### config.mk
export PLATFORM = sky130hd
export DESIGN_NAME = keypad_matrix_scanner
export DESIGN_NICKNAME = d
export VERILOG_FILES = /design/src/rtl/keypad_matrix_scanner.sv
export SDC_FILE = /design/constraint.sdc
export NUM_CORES = 1
export LEC_CHECK = 0
export ABC_AREA = 1
export BUFFER_PORTS_ARGS = -buffer_cell sky130_fd_sc_hd__buf_2
export CORE_AREA = 10 10 85 87
export DETAILED_ROUTE_END_ITERATION = 8
export DIE_AREA = 0 0 95 97
export PLACE_DENSITY_LB_ADDON = 0.05
export SYNTH_ARGS = -nofsm -noshare
export SYNTH_HDL_FRONTEND = slang
export SYNTH_SLANG_ARGS = --single-unit
### constraint.sdc
create_clock -name clk -period 1.9 [get_ports clk]
set_input_delay 0.38 -clock clk [delete_from_list [all_inputs] [get_ports clk]]
set_output_delay 0.38 -clock clk [all_outputs]
set_load 0.01 [all_outputs]
### src/rtl/keypad_matrix_scanner.sv
// Row-scanned key matrix plus function pins, single-key debounce lock and a small event FIFO
// on a valid/ready interface. Optional autorepeat of held matrix keys: KEYPAD_AUTOREPEAT_EN.
module keypad_matrix_scanner #(
  parameter int ROWS           = 4,
  parameter int COLS           = 4,
  parameter int NUM_FUNC       = 7,
  parameter int SCAN_DIV       = 16,
  parameter int DEBOUNCE_SCANS = 3,
  parameter int FIFO_DEPTH     = 2,
  localparam int NUM_KEYS      = ROWS * COLS + NUM_FUNC,
  localparam int CODE_W        = $clog2(NUM_KEYS),
  localparam int FUNC_W        = (NUM_FUNC > 0) ? NUM_FUNC : 1
) (
  input  logic              clk,
  input  logic              rst_n,
  output logic [ROWS-1:0]   o_word_lines,
  input  logic [COLS-1:0]   i_bit_lines,
  input  logic [FUNC_W-1:0] i_func_pins,
  output logic [CODE_W-1:0] o_data,
  output logic              o_valid,
  input  logic              i_ready,
  output logic              o_overflow
);

  localparam int SLOT_W = (SCAN_DIV > 2) ? $clog2(SCAN_DIV) : 1;
  localparam int ROW_W  = $clog2(ROWS);
  localparam int PTR_W  = (FIFO_DEPTH > 1) ? $clog2(FIFO_DEPTH) : 1;
  localparam int CNT_W  = $clog2(FIFO_DEPTH + 1);
  localparam logic [3:0] DEB_C = 4'(DEBOUNCE_SCANS);

  typedef enum logic [1:0] {ST_IDLE, ST_CONFIRM, ST_HELD, ST_RELEASE} state_t;

  logic [COLS-1:0]   bit_meta_r, bit_sync_r;
  logic [FUNC_W-1:0] func_meta_r, func_sync_r;
  logic [SLOT_W-1:0] slot_r;
  logic [ROW_W-1:0]  row_r;
  logic [ROWS-1:0]   word_lines_r;
  logic              slot_end_s, frame_end_s;
  logic              row_hit_s, func_hit_s, cand_vld_s, acc_vld_r;
  logic [CODE_W-1:0] row_code_s, func_code_s, cand_code_s, acc_code_r;
  state_t            state_r, state_nx_s;
  logic [3:0]        cnt_r, cnt_nx_s;
  logic [CODE_W-1:0] key_r, key_nx_s;
  logic              push_s, rep_push_s, push_all_s;
  logic [CODE_W-1:0] mem_r [FIFO_DEPTH];
  logic [PTR_W-1:0]  wr_ptr_r, rd_ptr_r;
  logic [CNT_W-1:0]  count_r;
  logic              full_s, pop_s, push_ok_s, overflow_r;

  assign slot_end_s  = (slot_r == SLOT_W'(SCAN_DIV - 1));
  assign frame_end_s = slot_end_s && (row_r == ROW_W'(ROWS - 1));

  // Two-flop synchronisers for the asynchronous sense inputs
  always_ff @(posedge clk or negedge rst_n) begin
    if (!rst_n) begin
      bit_meta_r  <= '0;
      bit_sync_r  <= '0;
      func_meta_r <= '0;
      func_sync_r <= '0;
    end else begin
      bit_meta_r  <= i_bit_lines;
      bit_sync_r  <= bit_meta_r;
      func_meta_r <= i_func_pins;
      func_sync_r <= func_meta_r;
    end
  end

  // Slot timer and one-hot row walker
  always_ff @(posedge clk or negedge rst_n) begin
    if (!rst_n) begin
      slot_r       <= '0;
      row_r        <= '0;
      word_lines_r <= ROWS'(1);
    end else if (slot_end_s) begin
      slot_r       <= '0;
      row_r        <= (row_r == ROW_W'(ROWS - 1)) ? '0 : row_r + ROW_W'(1);
      word_lines_r <= {word_lines_r[ROWS-2:0], word_lines_r[ROWS-1]};
    end else begin
      slot_r       <= slot_r + SLOT_W'(1);
    end
  end

  // Lowest pressed column in the driven row and lowest pressed function pin
  always_comb begin
    row_hit_s   = 1'b0;
    row_code_s  = '0;
    func_hit_s  = 1'b0;
    func_code_s = '0;
    for (int c = COLS - 1; c >= 0; c--) begin
      if (bit_sync_r[c]) begin
        row_hit_s  = 1'b1;
        row_code_s = CODE_W'(int'(row_r) * COLS + c);
      end else begin
        row_hit_s  = row_hit_s;
      end
    end
    for (int i = NUM_FUNC - 1; i >= 0; i--) begin
      if (func_sync_r[i]) begin
        func_hit_s  = 1'b1;
        func_code_s = CODE_W'(ROWS * COLS + i);
      end else begin
        func_hit_s  = func_hit_s;
      end
    end
  end

  // Rows are visited in ascending order, so the first hit of a frame is its lowest matrix code
  always_ff @(posedge clk or negedge rst_n) begin
    if (!rst_n) begin
      acc_vld_r  <= 1'b0;
      acc_code_r <= '0;
    end else if (frame_end_s) begin
      acc_vld_r  <= 1'b0;
      acc_code_r <= '0;
    end else if (slot_end_s && !acc_vld_r && row_hit_s) begin
      acc_vld_r  <= 1'b1;
      acc_code_r <= row_code_s;
    end else begin
      acc_vld_r  <= acc_vld_r;
    end
  end

  // Frame candidate; function codes sit above every matrix code
  always_comb begin
    cand_vld_s  = 1'b1;
    cand_code_s = '0;
    if (acc_vld_r) begin
      cand_code_s = acc_code_r;
    end else if (row_hit_s) begin
      cand_code_s = row_code_s;
    end else if (func_hit_s) begin
      cand_code_s = func_code_s;
    end else begin
      cand_vld_s  = 1'b0;
    end
  end

  // Debounce FSM state register
  always_ff @(posedge clk or negedge rst_n) begin
    if (!rst_n) begin
      state_r <= ST_IDLE;
      cnt_r   <= 4'd0;
      key_r   <= '0;
    end else begin
      state_r <= state_nx_s;
      cnt_r   <= cnt_nx_s;
      key_r   <= key_nx_s;
    end
  end

  // Debounce FSM next state, advanced only on frame boundaries
  always_comb begin
    state_nx_s = state_r;
    cnt_nx_s   = cnt_r;
    key_nx_s   = key_r;
    push_s     = 1'b0;
    if (frame_end_s) begin
      case (state_r)
        ST_IDLE: begin
          if (cand_vld_s) begin
            key_nx_s = cand_code_s;
            cnt_nx_s = 4'd1;
            if (DEB_C == 4'd1) begin
              state_nx_s = ST_HELD;
              push_s     = 1'b1;
            end else begin
              state_nx_s = ST_CONFIRM;
            end
          end else begin
            state_nx_s = ST_IDLE;
          end
        end
        ST_CONFIRM: begin
          if (cand_vld_s && (cand_code_s == key_r)) begin
            cnt_nx_s = cnt_r + 4'd1;
            if ((cnt_r + 4'd1) == DEB_C) begin
              state_nx_s = ST_HELD;
              push_s     = 1'b1;
            end else begin
              state_nx_s = ST_CONFIRM;
            end
          end else begin
            state_nx_s = ST_IDLE;
            cnt_nx_s   = 4'd0;
          end
        end
        ST_HELD: begin
          if (!cand_vld_s) begin
            cnt_nx_s   = (DEB_C == 4'd1) ? 4'd0 : 4'd1;
            state_nx_s = (DEB_C == 4'd1) ? ST_IDLE : ST_RELEASE;
          end else begin
            state_nx_s = ST_HELD;
          end
        end
        ST_RELEASE: begin
          if (!cand_vld_s) begin
            if ((cnt_r + 4'd1) == DEB_C) begin
              state_nx_s = ST_IDLE;
              cnt_nx_s   = 4'd0;
            end else begin
              cnt_nx_s   = cnt_r + 4'd1;
            end
          end else begin
            state_nx_s = ST_HELD;
            cnt_nx_s   = 4'd0;
          end
        end
        default: begin
          state_nx_s = ST_IDLE;
          cnt_nx_s   = 4'd0;
        end
      endcase
    end else begin
      state_nx_s = state_r;
    end
  end

`ifdef KEYPAD_AUTOREPEAT_EN
  localparam logic [7:0] REP_DELAY_C = 8'(8 * DEBOUNCE_SCANS);
  localparam logic [7:0] REP_RATE_C  = 8'(2 * DEBOUNCE_SCANS);
  logic [7:0] rep_cnt_r, rep_cnt_nx_s;
  logic       rep_first_r, rep_first_nx_s;

  // Repeat timer: long first delay, then the shorter rate, restarted on every entry to HELD
  always_comb begin
    rep_cnt_nx_s   = rep_cnt_r;
    rep_first_nx_s = rep_first_r;
    rep_push_s     = 1'b0;
    if ((state_nx_s == ST_HELD) && (state_r != ST_HELD)) begin
      rep_cnt_nx_s   = 8'd0;
      rep_first_nx_s = 1'b1;
    end else if (frame_end_s && (state_r == ST_HELD) && (state_nx_s == ST_HELD)) begin
      if ((rep_cnt_r + 8'd1) == (rep_first_r ? REP_DELAY_C : REP_RATE_C)) begin
        rep_cnt_nx_s   = 8'd0;
        rep_first_nx_s = 1'b0;
        rep_push_s     = (int'(key_r) < ROWS * COLS);
      end else begin
        rep_cnt_nx_s   = rep_cnt_r + 8'd1;
      end
    end else begin
      rep_cnt_nx_s   = rep_cnt_r;
    end
  end

  // Repeat timer registers
  always_ff @(posedge clk or negedge rst_n) begin
    if (!rst_n) begin
      rep_cnt_r   <= 8'd0;
      rep_first_r <= 1'b1;
    end else begin
      rep_cnt_r   <= rep_cnt_nx_s;
      rep_first_r <= rep_first_nx_s;
    end
  end
`else
  assign rep_push_s = 1'b0;
`endif

  assign push_all_s = push_s | rep_push_s;
  assign full_s     = (count_r == CNT_W'(FIFO_DEPTH));
  assign pop_s      = (count_r != '0) && i_ready;
  assign push_ok_s  = push_all_s && (!full_s || pop_s);

  // Event FIFO; a pop in the same cycle frees room for a push into a full queue
  always_ff @(posedge clk or negedge rst_n) begin
    if (!rst_n) begin
      for (int i = 0; i < FIFO_DEPTH; i++) begin
        mem_r[i] <= '0;
      end
      wr_ptr_r   <= '0;
      rd_ptr_r   <= '0;
      count_r    <= '0;
      overflow_r <= 1'b0;
    end else begin
      overflow_r <= push_all_s && full_s && !pop_s;
      if (push_ok_s) begin
        mem_r[wr_ptr_r] <= key_nx_s;
        wr_ptr_r <= (wr_ptr_r == PTR_W'(FIFO_DEPTH - 1)) ? '0 : wr_ptr_r + PTR_W'(1);
      end else begin
        wr_ptr_r <= wr_ptr_r;
      end
      if (pop_s) begin
        rd_ptr_r <= (rd_ptr_r == PTR_W'(FIFO_DEPTH - 1)) ? '0 : rd_ptr_r + PTR_W'(1);
      end else begin
        rd_ptr_r <= rd_ptr_r;
      end
      if (push_ok_s && !pop_s) begin
        count_r <= count_r + CNT_W'(1);
      end else if (pop_s && !push_ok_s) begin
        count_r <= count_r - CNT_W'(1);
      end else begin
        count_r <= count_r;
      end
    end
  end

  assign o_word_lines = word_lines_r;
  assign o_data       = mem_r[rd_ptr_r];
  assign o_valid      = (count_r != '0);
  assign o_overflow   = overflow_r;

endmodule

# Word-level counts from Yosys, hierarchy flattened
# Cells that the tools add are included.
word_totals:
  reg_bits: 64
  input_bits: 14
  output_inout_bits: 11
  elab_cells: 130
classes:
  n_addsub: 10
  order_cmp: 3
  eq_ne: 11
  n_mux: 64
  bitwise_logic: 2
  n_reduce_logical: 22
ops:
  columns: ["operator", "n"]
  rows:
  - ["$mux W5", 23]
  - ["$mux W1", 24]
  - ["$mux W4", 6]
  - ["$pmux W4 S4", 1]
  - ["$mux W2", 7]
  - ["$logic_and A1 B1 Y1", 11]
  - ["$add A4 B2 Y5 const B", 2]
  - ["$bwmux W10", 1]
  - ["$add A4 B1 Y4 const B", 2]
  - ["$eq A2 B2 Y1 const B", 4]
  - ["$pmux W2 S4", 1]
  - ["$reduce_bool A2 Y1", 3]
  - ["$add A4 B1 Y5 const B", 1]
  - ["$demux W5 S1", 1]
  - ["$eq A5 B5 Y1", 1]
  - ["$add A2 B1 Y2 const B", 2]
  - ["$eq A4 B2 Y1 const B", 1]
  - ["$eq A4 B4 Y1 const B", 1]
  - ["$ge A2 B2 Y1 const B", 2]
  - ["$logic_not A1 Y1", 4]
  - ["$ne A2 B2 Y1 const B", 2]
  - ["$not A1 Y2", 2]
  - ["$ne A3 B3 Y1 const B", 1]
  - ["$reduce_and A3 Y1", 1]
  - ["other kinds (7)", 8]

# Depth between registers and ports, before layout
depth:
  word_depth: 20
  ltp_mapped: 17
  mapped_depth_nobuf: 17

# Worst setup path before layout
# OpenSTA, ideal clock, no wires.
synth_timing:
  kind: "register to register"
  startpoint: "reg bit_sync_r[2]"
  endpoint: "reg count_r[1]"
  setup_time_ns: 0.131
  arrival_ns: 1.990
  required_time_ns: 1.769
  slack_ns: -0.221
  path_stages_with_launch: 18
  n_path_buf: 0
  synth_period_minus_slack_ns: 2.121
  cell_sequence: "dfrtp_1 -> nor2_4 -> nand2_4 -> nor2_1 -> nand2_1 -> nand2_2 -> nand2_2 -> nand2_2 -> nand2_1 -> inv_1 -> nand3_1 -> nor2_2 -> nand3_1 -> inv_1 -> ha_1 -> a21oi_1 -> o21ai_0 -> xor2_1"
synth_between:
  elab_chain_cells: 14
  elab_cells_between_ends: 21
  classes_between: "eq/ne: 1; mux: 14; reduce/logical: 6"
synth_rtl:
  columns: ["element", "line", "rtl"]
  rows:
  - ["start, declared", "33", "logic [COLS-1:0] bit_meta_r, bit_sync_r;"]
  - ["start signal, assigned", "62", "bit_sync_r <= bit_meta_r;"]
  - ["$mux W5 / $mux W1 (equally long branches) (3 in series)", "90", "if (bit_sync_r[c]) begin"]
  - ["$mux W5", "129", "end else if (row_hit_s) begin"]
  - ["$mux W5", "127", "if (acc_vld_r) begin"]
  - ["$eq A5 B5 Y1", "174", "if (cand_vld_s && (cand_code_s == key_r)) begin"]
  - ["$logic_and A1 B1 Y1 (*)", "174", null]
  - ["$mux W1 (*)", "174", null]
  - ["$mux W1 (*)", "158", "case (state_r)"]
  - ["$mux W1 (*)", "157", "if (frame_end_s) begin"]
  - ["$logic_and A1 B1 Y1 (*)", "262", "assign push_ok_s = push_all_s && (!full_s || pop_s);"]
  - ["$logic_not A1 Y1", "289", "end else if (pop_s && !push_ok_s) begin"]
  - ["$logic_and A1 B1 Y1", "289", null]
  - ["$reduce_bool A2 Y1 (no line)", null, null]
  - ["end signal, assigned", "288", "count_r <= count_r + CNT_W'(1);"]
  - ["end signal, assigned", "290", "count_r <= count_r - CNT_W'(1);"]
  - ["end signal, assigned", "292", "count_r <= count_r;"]
  - ["end, declared", "47", "logic [CNT_W-1:0] count_r;"]
# Mark *: on every way between the ends. The rest lies on a longest branch, timed or not.
# A chain may end at the register's enable or synchronous reset.

# Worst setup path in the final report
layout_timing:
  startpoint: "reg bit_sync_r[3]"
  endpoint: "reg count_r[1]"
layout_between:
  elab_chain_cells: 15
  elab_cells_between_ends: 23
  classes_between: "eq/ne: 1; mux: 16; reduce/logical: 6"
layout_rtl:
  columns: ["element", "line"]
  rows:
  - ["$mux W5 / $mux W1 (equally long branches) (4 in series)", "90"]
  - ["$mux W5", "129"]
  - ["$mux W5", "127"]
  - ["$eq A5 B5 Y1", "174"]
  - ["$logic_and A1 B1 Y1 (*)", "174"]
  - ["$mux W1 (*)", "174"]
  - ["$mux W1 (*)", "158"]
  - ["$mux W1 (*)", "157"]
  - ["$logic_and A1 B1 Y1 (*)", "262"]
  - ["$logic_not A1 Y1", "289"]
  - ["$logic_and A1 B1 Y1", "289"]
  - ["$reduce_bool A2 Y1 (no line)", null]
# Marks and branches as above.

==> results.toml <==
[floorplan]
ios = 25
die_area_mm2 = 0.00922
initial_utilization_pct = 52.8
core_mm2 = 0.00547
row_count = 27
fp.dieH_um = 97
die_w_um = 95

[setup_path]
critPathMostFrequentCell = "nand2_2"
start_kind = "flop"
path_class = "flop to flop"
cp_slowest_cell = "dfrtp_1"
slowest_delay_ns = 0.41
crit_path_cell_trace = "nor2_4 -> nand2_4 -> nor2_2 -> nand2_1 -> nand2_2 -> nand2_2 -> nand2_2 -> nand2_2 -> inv_2 -> nand3_2 -> nor2_4 -> nand3_2 -> inv_2 -> ha_4 -> a21oi_2 -> o21ai_1 -> xor2_1"
arrival_ns = 2.36
cp.required_ns = 2.12
crit_family = "simple AND/OR/NAND/NOR gates"
path_buf_inv = 2
worstSetupEndpointType = "flop"
crit_fanout = 5

[synth]
synthesis.nets = 349
syn-cell-area_mm2 = 0.00289
yosysSeqAreaShare_pct = 54.6
avgSynthCellArea_um2 = 8.76
synth_ff_type = "dfrtp_1"
synthCells = 330
synth-edff-count = 0
synth-warning-count = 0
async_reset_ff_share_pct = 100
ys_seq_elements = 63
synthDistinctLibCells = 32

[power_and_ir_drop]
p_total_mw = 3.03
combPwrFrac_pct = 10.7
p_sw_mw = 0.762
clkPwrFrac_pct = 41.4
leakage_nw = 1.90
switching_share_pct = 25.2
powerDensity_mw_per_mm2 = 810
ir_drop_uv = 794
p_seq_share_pct = 47.9
internal_power_mw = 2.26

[placement]
dp.cells = 458
numPortBuffers = 24
pre_cts_ws_ns = -0.251
place.gp.congestion = 0.752
postPlaceCellArea_mm2 = 0.00337
place_hpwl_um = 4190

[route]
wirelength_um = 5810
drt_iter0_drc = 56
drc = 0
firstDrtPassIters = 4
post_drt_wl_per_cell_um = 12.1
num_vias = 2323
antenna_left = 0
avgViaCountPerCell = 4.83

[sta]
skew_ns = 0.00920
setup_viol = 15
post-route-period-util_pct = 113
tightest_slew_ns = 0.428
period_needed_ns = 2.14
fin_hold_ws_ns = 0.0542
worst_slack_ns = -0.239
grt_setup_unrepaired = "yes"
slew_violations = 0
relSlewSlack_pct = 71.5
max_freq_mhz = 468
tns_ns = -0.922
final_hold_viol_count = 0

[layout]
n_fill_cell = 471
n_antenna_cell = 0
final_nets = 423
syn_to_final_growth_pct = 29.2
drive_above_1_share_pct = 34.5
post-route-util_pct = 68.3
final_cell_count_no_fill = 481
final_area_mm2 = 0.00374

[cts]
path_clk_slew_ns = 0.07
clk_path_buf_depth = 2
root_buffer = "clkbuf_8"
cts_tree = "done"
cts_sinks = 63
htree_levels = 3
cts_buffers = 9
clk_latency_ns = 0.34

[run_status]
run_status = "finished with violations"
violations = "setup timing"

[flow_run]
max-cap-violations = 0

[global_routing]
grt_max_degree = 34
grt_overflow = 0
grt_pass1_vias = 2354
grt_pass1_wl_um = 10500
antenna_found_initial = 0
grt_usage_pct = 14.1

[hold_path]
hold_class = "input port to asynchronous set/reset pin"
## cell usage after synthesis (3+ instances only)
| master | n | area share (%) |
|---|---|---|
| nand2_1 | 102 | 13 |
| dfrtp_1 | 62 | 54 |
| inv_1 | 40 | 5.2 |
| nor2_1 | 24 | 3.1 |
| nand3_1 | 15 | 2.6 |
| o21ai_0 | 11 | 1.9 |
| nand4_1 | 10 | 2.2 |
| nand2_2 | 8 | 1.7 |
| inv_2 | 6 | 0.78 |
| nor2_4 | 6 | 2.3 |
| a21oi_1 | 5 | 0.87 |
| ha_1 | 5 | 2.2 |
| nor3_1 | 4 | 0.69 |
| o21ai_1 | 4 | 0.69 |
| xnor2_1 | 3 | 0.91 |
| xor2_1 | 3 | 0.91 |
## layout by cell type (no fill, tap or decap), types with 6 or more instances in the layout
| cell | instances |
|---|---|
| inv_1 | 35 |
| nand4_1 | 10 |
| nand3_1 | 12 |
| nor2_1 | 17 |
| nand2_1 | 96 |
| inv_2 | 11 |
| buf_2 | 24 |
| nand2_2 | 14 |
| dfrtp_1 | 62 |
| nor2_2 | 6 |
| nor2_4 | 10 |
| clkbuf_8 | 9 |
| buf_4 | 41 |
| o21ai_0 | 8 |
## layer usage
| layer | share of wire (%) | track usage [%] | routed length [um] |
|---|---|---|---|
| met1 | 46 | 17.7 | 2680 |
| met3 | 4.0 | 4.01 | 235 |
| met2 | 48 | 22.1 | 2780 |
| met5 | 0 | 0 | 0 |
| met4 | 2.0 | 5.49 | 115 |
## cell type report
cell class	instances	area, um2	area share, %
Inverter	46	173	4.62
Multi-Input combinational cell	218	1240	33.3
Clock inverter	6	85.1	2.28
Tap cell	72	90.1	2.41
Sequential cell	63	1580	42.2
Clock buffer	10	128	3.42
Timing Repair Buffer	66	439	11.8
## power by group through the flow
stage | combinational (mW) | clock, mW | sequential (mW)
after floorplan | 0.189 | 0 | 1.46
after global placement | 0.306 | 0 | 1.47
after detailed placement | 0.311 | 0 | 1.48
after CTS | 0.322 | 1.28 | 1.45
after global routing | 0.365 | 1.34 | 1.46
final | 0.324 | 1.25 | 1.45
## worst paths after layout
check,start,cells after the start,slack [ns],end
worst max register to register,bit_sync_r[3]$_DFF_PN0_,17,-0.24,count_r[1]$_DFFE_PN0P_
worst max-delay path,bit_sync_r[3]$_DFF_PN0_,17,-0.24,count_r[1]$_DFFE_PN0P_
worst min register to register,func_meta_r[3]$_DFF_PN0_,0,0.35,func_sync_r[3]$_DFF_PN0_
worst min-delay path,rst_n,2,0.05,slot_r[1]$_DFF_PN0_
max in group asynchronous,rst_n,2,1.52,state_r[1]$_DFFE_PN0P_
min in group clk,i_bit_lines[0],1,0.14,bit_meta_r[0]$_DFF_PN0_
## state kept, by name (all words and copies together) (netlist names), 2 cells and up
signal / flops
acc_code_r: 4
bit_meta_r: 4
bit_sync_r: 4
cnt_r: 4
count_r: 2
func_meta_r: 7
func_sync_r: 7
key_r: 5
mem_r: 10
o_word_lines: 4
row_r: 2
slot_r: 4
state_r: 2
## cells by family (layout without fill, tap and decap cells)
family                   count (synthesis)  in the layout  synth area share, %
AND/OR/NAND/NOR                        181            182                 29.7
flip-flops                              63             63                 54.6
buffers and inverters                   50            128                 6.97
AO/OA/AOI/OAI                           25             25                 4.76
XOR/XNOR                                 6              6                 1.82
adder cells (fa/ha/maj)                  5              5                 2.16
## timing repair
| item | in CTS | in global routing |
|---|---|---|
| setup endpoints to repair | 15 | 25 |
| gates cloned | 1 | 0 |
| pin swaps | 16 | 8 |
| endpoints found under the hold margin | 0 | 0 |
| resized for setup | 16 | 16 |
| hold buffers | 0 | 0 |
| buffers inserted | 4 | 4 |
Note: power is estimated with default switching activity, not from simulation.
